`src/rtl/disk_sd_sched.sv`:
```
// SD block-read scheduler for the Apple II disk subsystem: floppy track loader and HDD block reads share one hps_io channel.
// Optional watchdog abort is built when SD_TIMEOUT_EN is defined.
module disk_sd_sched #(
    parameter int SECTORS_PER_TRACK = 13,
    parameter int TRACK_W           = 6,
    parameter int HDD_SEC_W         = 16,
    parameter int TIMEOUT_CYCLES    = 1048576
) (
    input  logic                 clk_sys,
    input  logic                 reset_n,
    input  logic [TRACK_W-1:0]   track,
    input  logic                 fdd_img_mounted,
    input  logic                 fdd_img_valid,
    input  logic                 hdd_req,
    input  logic [HDD_SEC_W-1:0] hdd_sector,
    output logic [31:0]          sd_lba,
    output logic [1:0]           sd_rd,
    input  logic                 sd_ack,
    output logic [3:0]           track_sec,
    output logic                 cpu_wait,
    output logic                 busy,
    output logic                 hdd_done,
    output logic                 timeout_err
);

    // state    | meaning
    // IDLE     | nothing in flight; arbitrates pending requests, HDD first
    // FDD_WAIT | floppy block requested, waiting for sd_ack to rise
    // FDD_XFER | floppy block transferring, waiting for sd_ack to fall
    // HDD_WAIT | HDD block requested, waiting for sd_ack to rise
    // HDD_XFER | HDD block transferring, waiting for sd_ack to fall
    typedef enum logic [2:0] {
        IDLE,
        FDD_WAIT,
        FDD_XFER,
        HDD_WAIT,
        HDD_XFER
    } state_t;

    localparam logic [3:0] LAST_SEC = 4'(SECTORS_PER_TRACK - 1);

    state_t               state, state_nxt;
    logic                 old_ack;
    logic                 ack_rise, ack_fall;
    logic [TRACK_W-1:0]   cur_track, cur_track_nxt;
    logic                 hdd_pend, mnt_pend;
    logic                 hdd_clr, mnt_clr;
    logic [HDD_SEC_W-1:0] hdd_lba;
    logic [31:0]          lba_nxt;
    logic [1:0]           rd_nxt;
    logic [3:0]           tsec_nxt;
    logic                 wait_nxt;
    logic                 done_nxt;
    logic [31:0]          trk_lba;

    assign ack_rise = sd_ack & ~old_ack;
    assign ack_fall = ~sd_ack & old_ack;
    assign trk_lba  = 32'(track) * 32'(SECTORS_PER_TRACK);
    assign busy     = (state != IDLE);

`ifdef SD_TIMEOUT_EN
    localparam int TMO_W = $clog2(TIMEOUT_CYCLES + 1);
    localparam logic [TMO_W-1:0] TMO_LOAD = TMO_W'(TIMEOUT_CYCLES - 1);

    logic [TMO_W-1:0] tmo_cnt;
    logic             timeout_nxt;

    // Down-counter reloads on any state change or ack edge; terminal count aborts.
    always_ff @(posedge clk_sys or negedge reset_n) begin
        if (!reset_n) begin
            tmo_cnt     <= TMO_LOAD;
            timeout_err <= 1'b0;
        end else begin
            timeout_err <= timeout_nxt;
            if (state == IDLE || state_nxt != state || ack_rise || ack_fall)
                tmo_cnt <= TMO_LOAD;
            else if (tmo_cnt != '0)
                tmo_cnt <= tmo_cnt - TMO_W'(1);
        end
    end
`else
    assign timeout_err = 1'b0;
`endif

    always_comb begin
        state_nxt     = state;
        cur_track_nxt = cur_track;
        lba_nxt       = sd_lba;
        rd_nxt        = sd_rd;
        tsec_nxt      = track_sec;
        wait_nxt      = cpu_wait;
        done_nxt      = 1'b0;
        hdd_clr       = 1'b0;
        mnt_clr       = 1'b0;
`ifdef SD_TIMEOUT_EN
        timeout_nxt   = 1'b0;
`endif
        case (state)
            IDLE: begin
                if (hdd_pend) begin
                    lba_nxt   = 32'(hdd_lba);
                    rd_nxt    = 2'b10;
                    wait_nxt  = 1'b1;
                    state_nxt = HDD_WAIT;
                end else if (track != cur_track || mnt_pend) begin
                    cur_track_nxt = track;
                    mnt_clr       = 1'b1;
                    if (fdd_img_valid) begin
                        tsec_nxt  = 4'd0;
                        lba_nxt   = trk_lba;
                        rd_nxt    = 2'b01;
                        wait_nxt  = 1'b1;
                        state_nxt = FDD_WAIT;
                    end
                end
            end
            FDD_WAIT: begin
                if (ack_rise) begin
                    lba_nxt = sd_lba + 32'd1;
                    if (track_sec == LAST_SEC)
                        rd_nxt = 2'b00;
                    state_nxt = FDD_XFER;
                end
            end
            FDD_XFER: begin
                if (ack_fall) begin
                    tsec_nxt = track_sec + 4'd1;
                    if (sd_rd == 2'b00) begin
                        wait_nxt  = 1'b0;
                        state_nxt = IDLE;
                    end else begin
                        state_nxt = FDD_WAIT;
                    end
                end
            end
            HDD_WAIT: begin
                if (ack_rise) begin
                    rd_nxt    = 2'b00;
                    hdd_clr   = 1'b1;
                    state_nxt = HDD_XFER;
                end
            end
            HDD_XFER: begin
                if (ack_fall) begin
                    wait_nxt  = 1'b0;
                    done_nxt  = 1'b1;
                    state_nxt = IDLE;
                end
            end
            default: state_nxt = IDLE;
        endcase
`ifdef SD_TIMEOUT_EN
        // Abort leaves cur_track on the failed track so the load is not retried.
        if (state != IDLE && tmo_cnt == '0) begin
            rd_nxt      = 2'b00;
            wait_nxt    = 1'b0;
            done_nxt    = 1'b0;
            hdd_clr     = 1'b1;
            timeout_nxt = 1'b1;
            state_nxt   = IDLE;
        end
`endif
    end

    always_ff @(posedge clk_sys or negedge reset_n) begin
        if (!reset_n) begin
            state     <= IDLE;
            old_ack   <= 1'b0;
            cur_track <= '0;
            hdd_pend  <= 1'b0;
            mnt_pend  <= 1'b0;
            hdd_lba   <= '0;
            sd_lba    <= '0;
            sd_rd     <= 2'b00;
            track_sec <= 4'd0;
            cpu_wait  <= 1'b0;
            hdd_done  <= 1'b0;
        end else begin
            state     <= state_nxt;
            old_ack   <= sd_ack;
            cur_track <= cur_track_nxt;
            hdd_pend  <= hdd_req | (hdd_pend & ~hdd_clr);
            mnt_pend  <= fdd_img_mounted | (mnt_pend & ~mnt_clr);
            if (hdd_req)
                hdd_lba <= hdd_sector;
            sd_lba    <= lba_nxt;
            sd_rd     <= rd_nxt;
            track_sec <= tsec_nxt;
            cpu_wait  <= wait_nxt;
            hdd_done  <= done_nxt;
        end
    end

endmodule

```
`config.mk`:
```
export PLATFORM = sky130hd
export DESIGN_NAME = disk_sd_sched
export DESIGN_NICKNAME = d
export VERILOG_FILES = /design/src/rtl/disk_sd_sched.sv
export SDC_FILE = /design/constraint.sdc
export NUM_CORES = 1
export LEC_CHECK = 0
export BUFFER_PORTS_ARGS = -buffer_cell sky130_fd_sc_hd__buf_2
export CAP_MARGIN = 20
export CORE_MARGIN = 3
export CORE_UTILIZATION = 50
export CTS_BUF_LIST = sky130_fd_sc_hd__clkbuf_8 sky130_fd_sc_hd__clkbuf_16
export DETAILED_ROUTE_END_ITERATION = 6
export PLACE_DENSITY = 0.71
export SLEW_MARGIN = 20
export SYNTH_ARGS = -nofsm -noshare
export SYNTH_HDL_FRONTEND = slang
export SYNTH_SLANG_ARGS = --single-unit
```
`constraint.sdc`:
```
create_clock -name clk_sys -period 4.58 [get_ports clk_sys]
set_input_delay 0.916 -clock clk_sys [delete_from_list [all_inputs] [get_ports clk_sys]]
set_output_delay 0.916 -clock clk_sys [all_outputs]
set_load 0.1 [all_outputs]
```
==> flow_summary.ini, run 1 <==
[yosys]
synth_area_um2 = 4130
synth_top_family_by_area = compound AO/OA/AOI/OAI gates
synthAdderAreaFrac_pct = 7.22
synth-seq-cells = 68
synth-simple-area-share_pct = 19.4
yosysMostFrequentCell = dfrtp_1
synth_edf_count = 0
synthTopCellsByArea = dfrtp_1 41%, ha_1 5.8%, mux2_2 4.4%
synth_mux_area_share_pct = 5.82
yosys.area_share.xor_xnor_pct = 1.91
synth.avg_cell_area_um2 = 9.44
ys_types = 59
synthTopCellsByCount = 68 x dfrtp_1, 42 x nand2_1, 33 x a21oi_1, 27 x o21ai_0, 26 x nor2_1
async_flop_share_pct = 100
synth-main-ff-cell = dfrtp_1
yosys.area.top_type = dfrtp_1
seq_area_frac_synth_pct = 41.2
ys_warn_count = 0
postSynthCellCount = 437
synth_compound_area_share_pct = 19.9
yosys.area.top_type_share_pct = 41.2
synthesis.nets = 487

[clock_network]
ctsLongestPathBuffers = 2
clock_latency_ps = 360
clk_pin_slew_ps = 80
cts.root.buffer_cell = clkbuf_8
cts_hold_buf = 0
cts_sinks = 68
cts_buffers = 9
cts_resized = 0
cts_setup_buffers = 0
cts_tree = yes
cts_max_level = 3

[worst_setup_path]
cp.required_ps = 4860
cp.depth = 9
r2r_cells = 6
critical_path_class = in -> reg
crit_family = adder cells
crit_chain = buf_2 -> ha_1 -> fa_1 -> fa_1 -> a211oi_1 -> nor2_1 -> o31ai_1 -> o21ai_0 -> a2bb2oi_1
start_kind = input port
crit_path_end_kind = register
critPathArrivalTime_ps = 3360
max_stage_delay_ps = 520
path_common_cell = fa_1
path_buf_inv = 1
cp_max_fo = 5
crit_path_top_delay_cell = fa_1

[sta]
finalHoldViolations = 0
fmax_mhz = 325
maxSlewHeadroom_pct = 31.3
fin_crit_sh_pct = 67.2
finClkSkew_ps = 11.4
finalSetupViolCount = 0
finalSetupTns_ps = 0
post-route-min-period_ps = 3080
worstMarginPinSlew_ps = 1030
setup_slack_ps = 1500
slew_violations = 0
rsz0062_at_grt = no

[layout]
drive_gt1_share_pct = 22.8
diodes = 0
fillers = 692
final_nets = 544
regArea_um2 = 1700
multi_input_area_um2 = 2250
area_delta_synth_final_pct = 15.4

[floorplan]
die_w_um = 96.8
die_h_um = 96.8
die_area_um2 = 9380
num_rows = 32
initial_core_util_pct = 52.3
core_um2 = 7890
io_pins = 70

[detailed_routing]
vias = 3602
wl_per_cell_um = 16.1
first_pass_iters = 5
ant_nets = 0
wl_um = 9690
first_iter_violations = 249
routed_via_density = 5.99
post-route-drc-count = 0

[global_route]
antenna_found_initial = 0
grt_pass1_wl_um = 16400
grt_start_max_net_pins = 52
track_usage_pct = 21.1
first_global_vias = 3407
gr-total-overflow = 0

[placement]
routabilityCongestion = 0.924
pre_cts_slack_ps = 1140
io_buffer_count = 68
dp_hpwl_um = 6960

[status]
status = completed

[power]
p_leak_nw = 2.14
max-vdd-ir-drop_v = 0.000726
power_density_nw_per_um2 = 694

[min_path]
worstHoldPathCells = 2
hp-class = reg -> reg

[run]
drv_cap = 0
[layer usage]
layer	global-route usage, %	part of all wire, %
met5	0	0
met4	8.10	1.6
met3	3.89	5.2
met2	33.5	47
met1	28.8	46
[worst reg2reg max path, cell delays in order (launching register included)]
cell and delay [ps]:
dfrtp_1 1030, nor3_1 110, a2111o_1 460, a21o_1 170, buf_4 250, or4_1 550
a21oi_1 150
[path summary, 6_finish.rpt]
check | startpoint | slack, ps | to
max in group asynchronous | reset_n | 3300 | hdd_lba[2]
min in group asynchronous | reset_n | 560 | sd_lba[22]
hold reg to reg | cur_track[1] | 500 | cur_track[1]
hold / removal | cur_track[1] | 500 | cur_track[1]
setup / recovery | track[1] | 1500 | sd_lba[7]
setup reg to reg | hdd_pend | 1790 | sd_lba[21]
[state kept, by name, summed over array words and instances, names as in the netlist]
| signal | count |
|---|---|
| sd_lba | 32 |
| hdd_lba | 16 |
| cur_track | 6 |
| track_sec | 4 |
| state | 3 |
| sd_rd | 2 |
| cpu_wait | 1 |
| hdd_done | 1 |
| hdd_pend | 1 |
| mnt_pend | 1 |
| old_ack | 1 |
[final cells by class]
| type | count | area share, % |
|---|---|---|
| multi-input cells | 326 | 47.3 |
| flip-flops and latches | 68 | 35.7 |
| repair buffers | 71 | 7.67 |
| clock buffers | 10 | 2.89 |
| well taps | 102 | 2.68 |
| clock inverters | 6 | 2.34 |
| inverters | 18 | 1.42 |
[cell usage in the layout (no fill, tap or decap), types with 7 or more instances in the layout]
| cell | Yosys | final |
|---|---|---|
| dfrtp_1 | 68 | 68 |
| buf_2 | 6 | 67 |
| nand2_1 | 42 | 42 |
| a21oi_1 | 33 | 33 |
| o21ai_0 | 27 | 27 |
| nor2_1 | 26 | 26 |
| nand3_1 | 21 | 21 |
| ha_1 | 19 | 19 |
| inv_1 | 18 | 18 |
| mux2_2 | 16 | 16 |
| o31ai_1 | 14 | 14 |
| or4_1 | 11 | 11 |
| a31oi_1 | 10 | 10 |
| clkbuf_8 | 0 | 10 |
| a2bb2oi_1 | 8 | 8 |
| nand4_1 | 7 | 7 |
[power by group]
group	switching (mW)	total [mW]	internal (mW)	leakage [nW]
Combinational	1.30	1.71	0.411	1.19
Sequential	0.215	0.968	0.753	0.829
Clock	0.247	0.623	0.377	0.122
Total	1.76	3.30	1.54	2.14
[through the flow]
stage | util [%] | power [mW] | cells | area (um^2) | hold WS, ps
3_3_place_gp | 57.2 | 2.65 | 585 | 4510 | 478
6_report | 60.4 | 3.30 | 601 | 4760 | 499
4_1_cts | 60.3 | 3.31 | 601 | 4760 | 504
3_5_place_dp | 57.2 | 2.69 | 585 | 4510 | 484
5_1_grt | 60.4 | 3.49 | 601 | 4760 | 523
2_1_floorplan | - | 2.36 | 437 | 4130 | 465
[cells by family after synthesis]
logic type,after synthesis
muxes,22
other,1
xor gates and xnor gates,9
adders and majority gates,22
and+or+nand+nor,145
DFF,68
buffers and inverters,43
AOI/OAI and AO/OA,127
Note: power is estimated with default switching activity, not from simulation.
==> inputs of run 2 (changes only) <==
--- a/config.mk
+++ b/config.mk
@@ -5,13 +5,14 @@
 export SDC_FILE = /design/constraint.sdc
 export NUM_CORES = 1
 export LEC_CHECK = 0
+export ABC_AREA = 1
 export BUFFER_PORTS_ARGS = -buffer_cell sky130_fd_sc_hd__buf_2
 export CAP_MARGIN = 20
 export CORE_MARGIN = 3
 export CORE_UTILIZATION = 50
 export CTS_BUF_LIST = sky130_fd_sc_hd__clkbuf_8 sky130_fd_sc_hd__clkbuf_16
 export DETAILED_ROUTE_END_ITERATION = 6
-export PLACE_DENSITY = 0.71
+export PLACE_DENSITY = 0.73
 export SLEW_MARGIN = 20
 export SYNTH_ARGS = -nofsm -noshare
 export SYNTH_HDL_FRONTEND = slang
==> constraint.sdc (replaced) <==
create_clock -name clk_sys -period 2.7 [get_ports clk_sys]
set_input_delay 0.54 -clock clk_sys [delete_from_list [all_inputs] [get_ports clk_sys]]
set_output_delay 0.54 -clock clk_sys [all_outputs]
set_load 0.1 [all_outputs]
==> run 2 against run 1 <==
Non-clock buffer count increased by 4. Clock skew decreased by 1.4 ps. Register-to-register slack got worse by 1000 ps. Synthesized cell count increased by 54%. Global-route usage increased by 2.1 points. Die area increased by 13%. Power increased by 70%. Combinational power increased by 88%. Wire length increased by 19%. Critical endpoint is now sd_lba[9].
==> flow_summary.ini, run 2 <==
[worst_setup_path]
cp_max_fo = 6
crit_family = adder cells
path_buf_inv = 1
crit_path_top_delay_cell = fa_1
critPathArrivalTime_ps = 2670
r2r-end = sd_lba[16]
reg2reg_from = sd_lba[0]
critical_path_class = in -> reg
crit_chain = buf_2 -> ha_1 -> fa_1 -> fa_1 -> nand2_1 -> nand3_1 -> nand3_1 -> nand2_1 -> nand2_1 -> nand3_1 -> nand2_1 -> nand2_1 -> nand2_1 -> nand2_1
cp.required_ps = 2940
crit_path_end_kind = register
rrSetupSlack_ps = 760
start_kind = input port
r2r_cells = 8
path_common_cell = nand2_1
max_stage_delay_ps = 510
startpoint = track[2]

[sta]
rsz0062_at_grt = no
finClkSkew_ps = 9.99
setup_slack_ps = 270
finalHoldViolations = 0
post-route-min-period_ps = 2430
finalSetupViolCount = 0
fmax_mhz = 412
finalSetupTns_ps = 0
fin_crit_sh_pct = 90.0
worstMarginPinSlew_ps = 505
slew_violations = 0
maxSlewHeadroom_pct = 66.3

[layout]
largest_reg_flops = 32
top_register = sd_lba
diodes = 0
area_delta_synth_final_pct = 13.1
drive_gt1_share_pct = 16.4
final_nets = 792
final_area_um2 = 5290
final_cell_mix = 250 x nand2_1, 76 x inv_1, 68 x dfrtp_1, 68 x buf_2, 64 x nor2_1
layout_commonest_cell = nand2_1
reg.largest.list = sd_lba: 32 flops, hdd_lba: 16 flops, cur_track: 6 flops

[yosys]
synth.avg_cell_area_um2 = 6.95
synthesis.nets = 723
ys_warn_count = 0
yosys.area.top_type_share_pct = 36.4
synth_edf_count = 0
synth-main-ff-cell = dfrtp_1
synthTopCellsByCount = 250 x nand2_1, 76 x inv_1, 68 x dfrtp_1, 64 x nor2_1, 56 x nand3_1
synth-seq-cells = 68
seq_area_frac_synth_pct = 36.4
async_flop_share_pct = 100
ys_types = 36
postSynthCellCount = 673
yosys.area.top_type = dfrtp_1
yosysMostFrequentCell = nand2_1
synth_area_um2 = 4680
synthTopCellsByArea = dfrtp_1 36%, nand2_1 20%, inv_1 6.1%

[floorplan]
die_w_um = 103
initial_core_util_pct = 52.6
io_pins = 70
die_h_um = 103
num_rows = 34
core_um2 = 8890
die_area_um2 = 10600

[clock_network]
cts_buffers = 9
cts_sinks = 68
clk_pin_slew_ps = 80
cts_max_level = 3
cts_tree = yes
ctsLongestPathBuffers = 2
cts_resized = 0
cts.root.buffer_cell = clkbuf_8
cts_setup_buffers = 0
clock_latency_ps = 350
cts_hold_buf = 0

[detailed_routing]
first_iter_violations = 233
wl_um = 11500
vias = 4457
wl_per_cell_um = 13.5
routed_via_density = 5.22
ant_nets = 0
first_pass_iters = 5
post-route-drc-count = 0

[placement]
place_area_um2 = 5100
io_buffer_count = 68
routabilityCongestion = 0.987
dp_hpwl_um = 8670
pre_cts_slack_ps = -91.0

[global_route]
grt_start_max_net_pins = 69
gr-total-overflow = 0
antenna_found_initial = 0
first_global_vias = 4188
grt_pass1_wl_um = 19400
track_usage_pct = 23.2

[power]
power_mw = 5.63
power_density_nw_per_um2 = 1060
p_leak_nw = 2.74
max-vdd-ir-drop_v = 0.00115

[run]
drv_cap = 0

[min_path]
hp-class = in -> async

[status]
status = completed
-- run 2: cells by family (layout without fill, tap and decap cells) --
logic type,after synthesis,in the layout,synth area share (%)
simple gates,396,396,35.4
buf+inv,98,171,9.06
flops,68,68,36.4
compound gates,65,65,8.00
fa+ha+maj,22,22,6.36
xor+xnor,15,15,2.81
mux,8,8,1.90
other cells,1,1,0.0801
-- run 2: worst max-delay path by stage --
stage / slack (ps) / depth (start not counted) / endpoint
after detailed placement: -90 / 14 / sd_lba[9]
after CTS: 270 / 14 / sd_lba[9]
after floorplan: 210 / 13 / sd_lba[9]
after global placement: -20 / 14 / sd_lba[9]
after global routing: 140 / 14 / sd_lba[9]
final: 270 / 14 / sd_lba[9]
-- run 2: through the flow --
step	utilization (%)	hold WS, ps	cells
after floorplan	-	244	673
after global placement	57.4	467	839
after detailed placement	57.4	478	839
after CTS	59.5	218	854
after global routing	59.5	224	854
final	59.5	184	854
-- run 2: cell type report --
cell class              instances  area (um^2)
fillers                       821         3600
multi-input cells             507         2550
flip-flops and latches         68         1700
repair buffers                 75          405
inverters                      81          307
clock buffers                  10          138
well taps                     108          135
clock inverters                 5         52.6
-- run 2: where the power goes --
group	total, mW	leakage (nW)	internal (mW)	switching, mW
sequential	1.58	0.864	1.26	0.317
clock	0.844	0.0979	0.442	0.402
combinational	3.21	1.78	0.715	2.49
-- run 2: routing by layer --
layer	up-vias	routed length, um	part of all wire [%]	track usage [%]
met5	-	0	0	0
met3	15	557	4.8	3.52
li1	2254	-	-	-
met4	0	168	1.5	7.67
met1	2061	5490	48	32.3
met2	127	5290	46	37.2
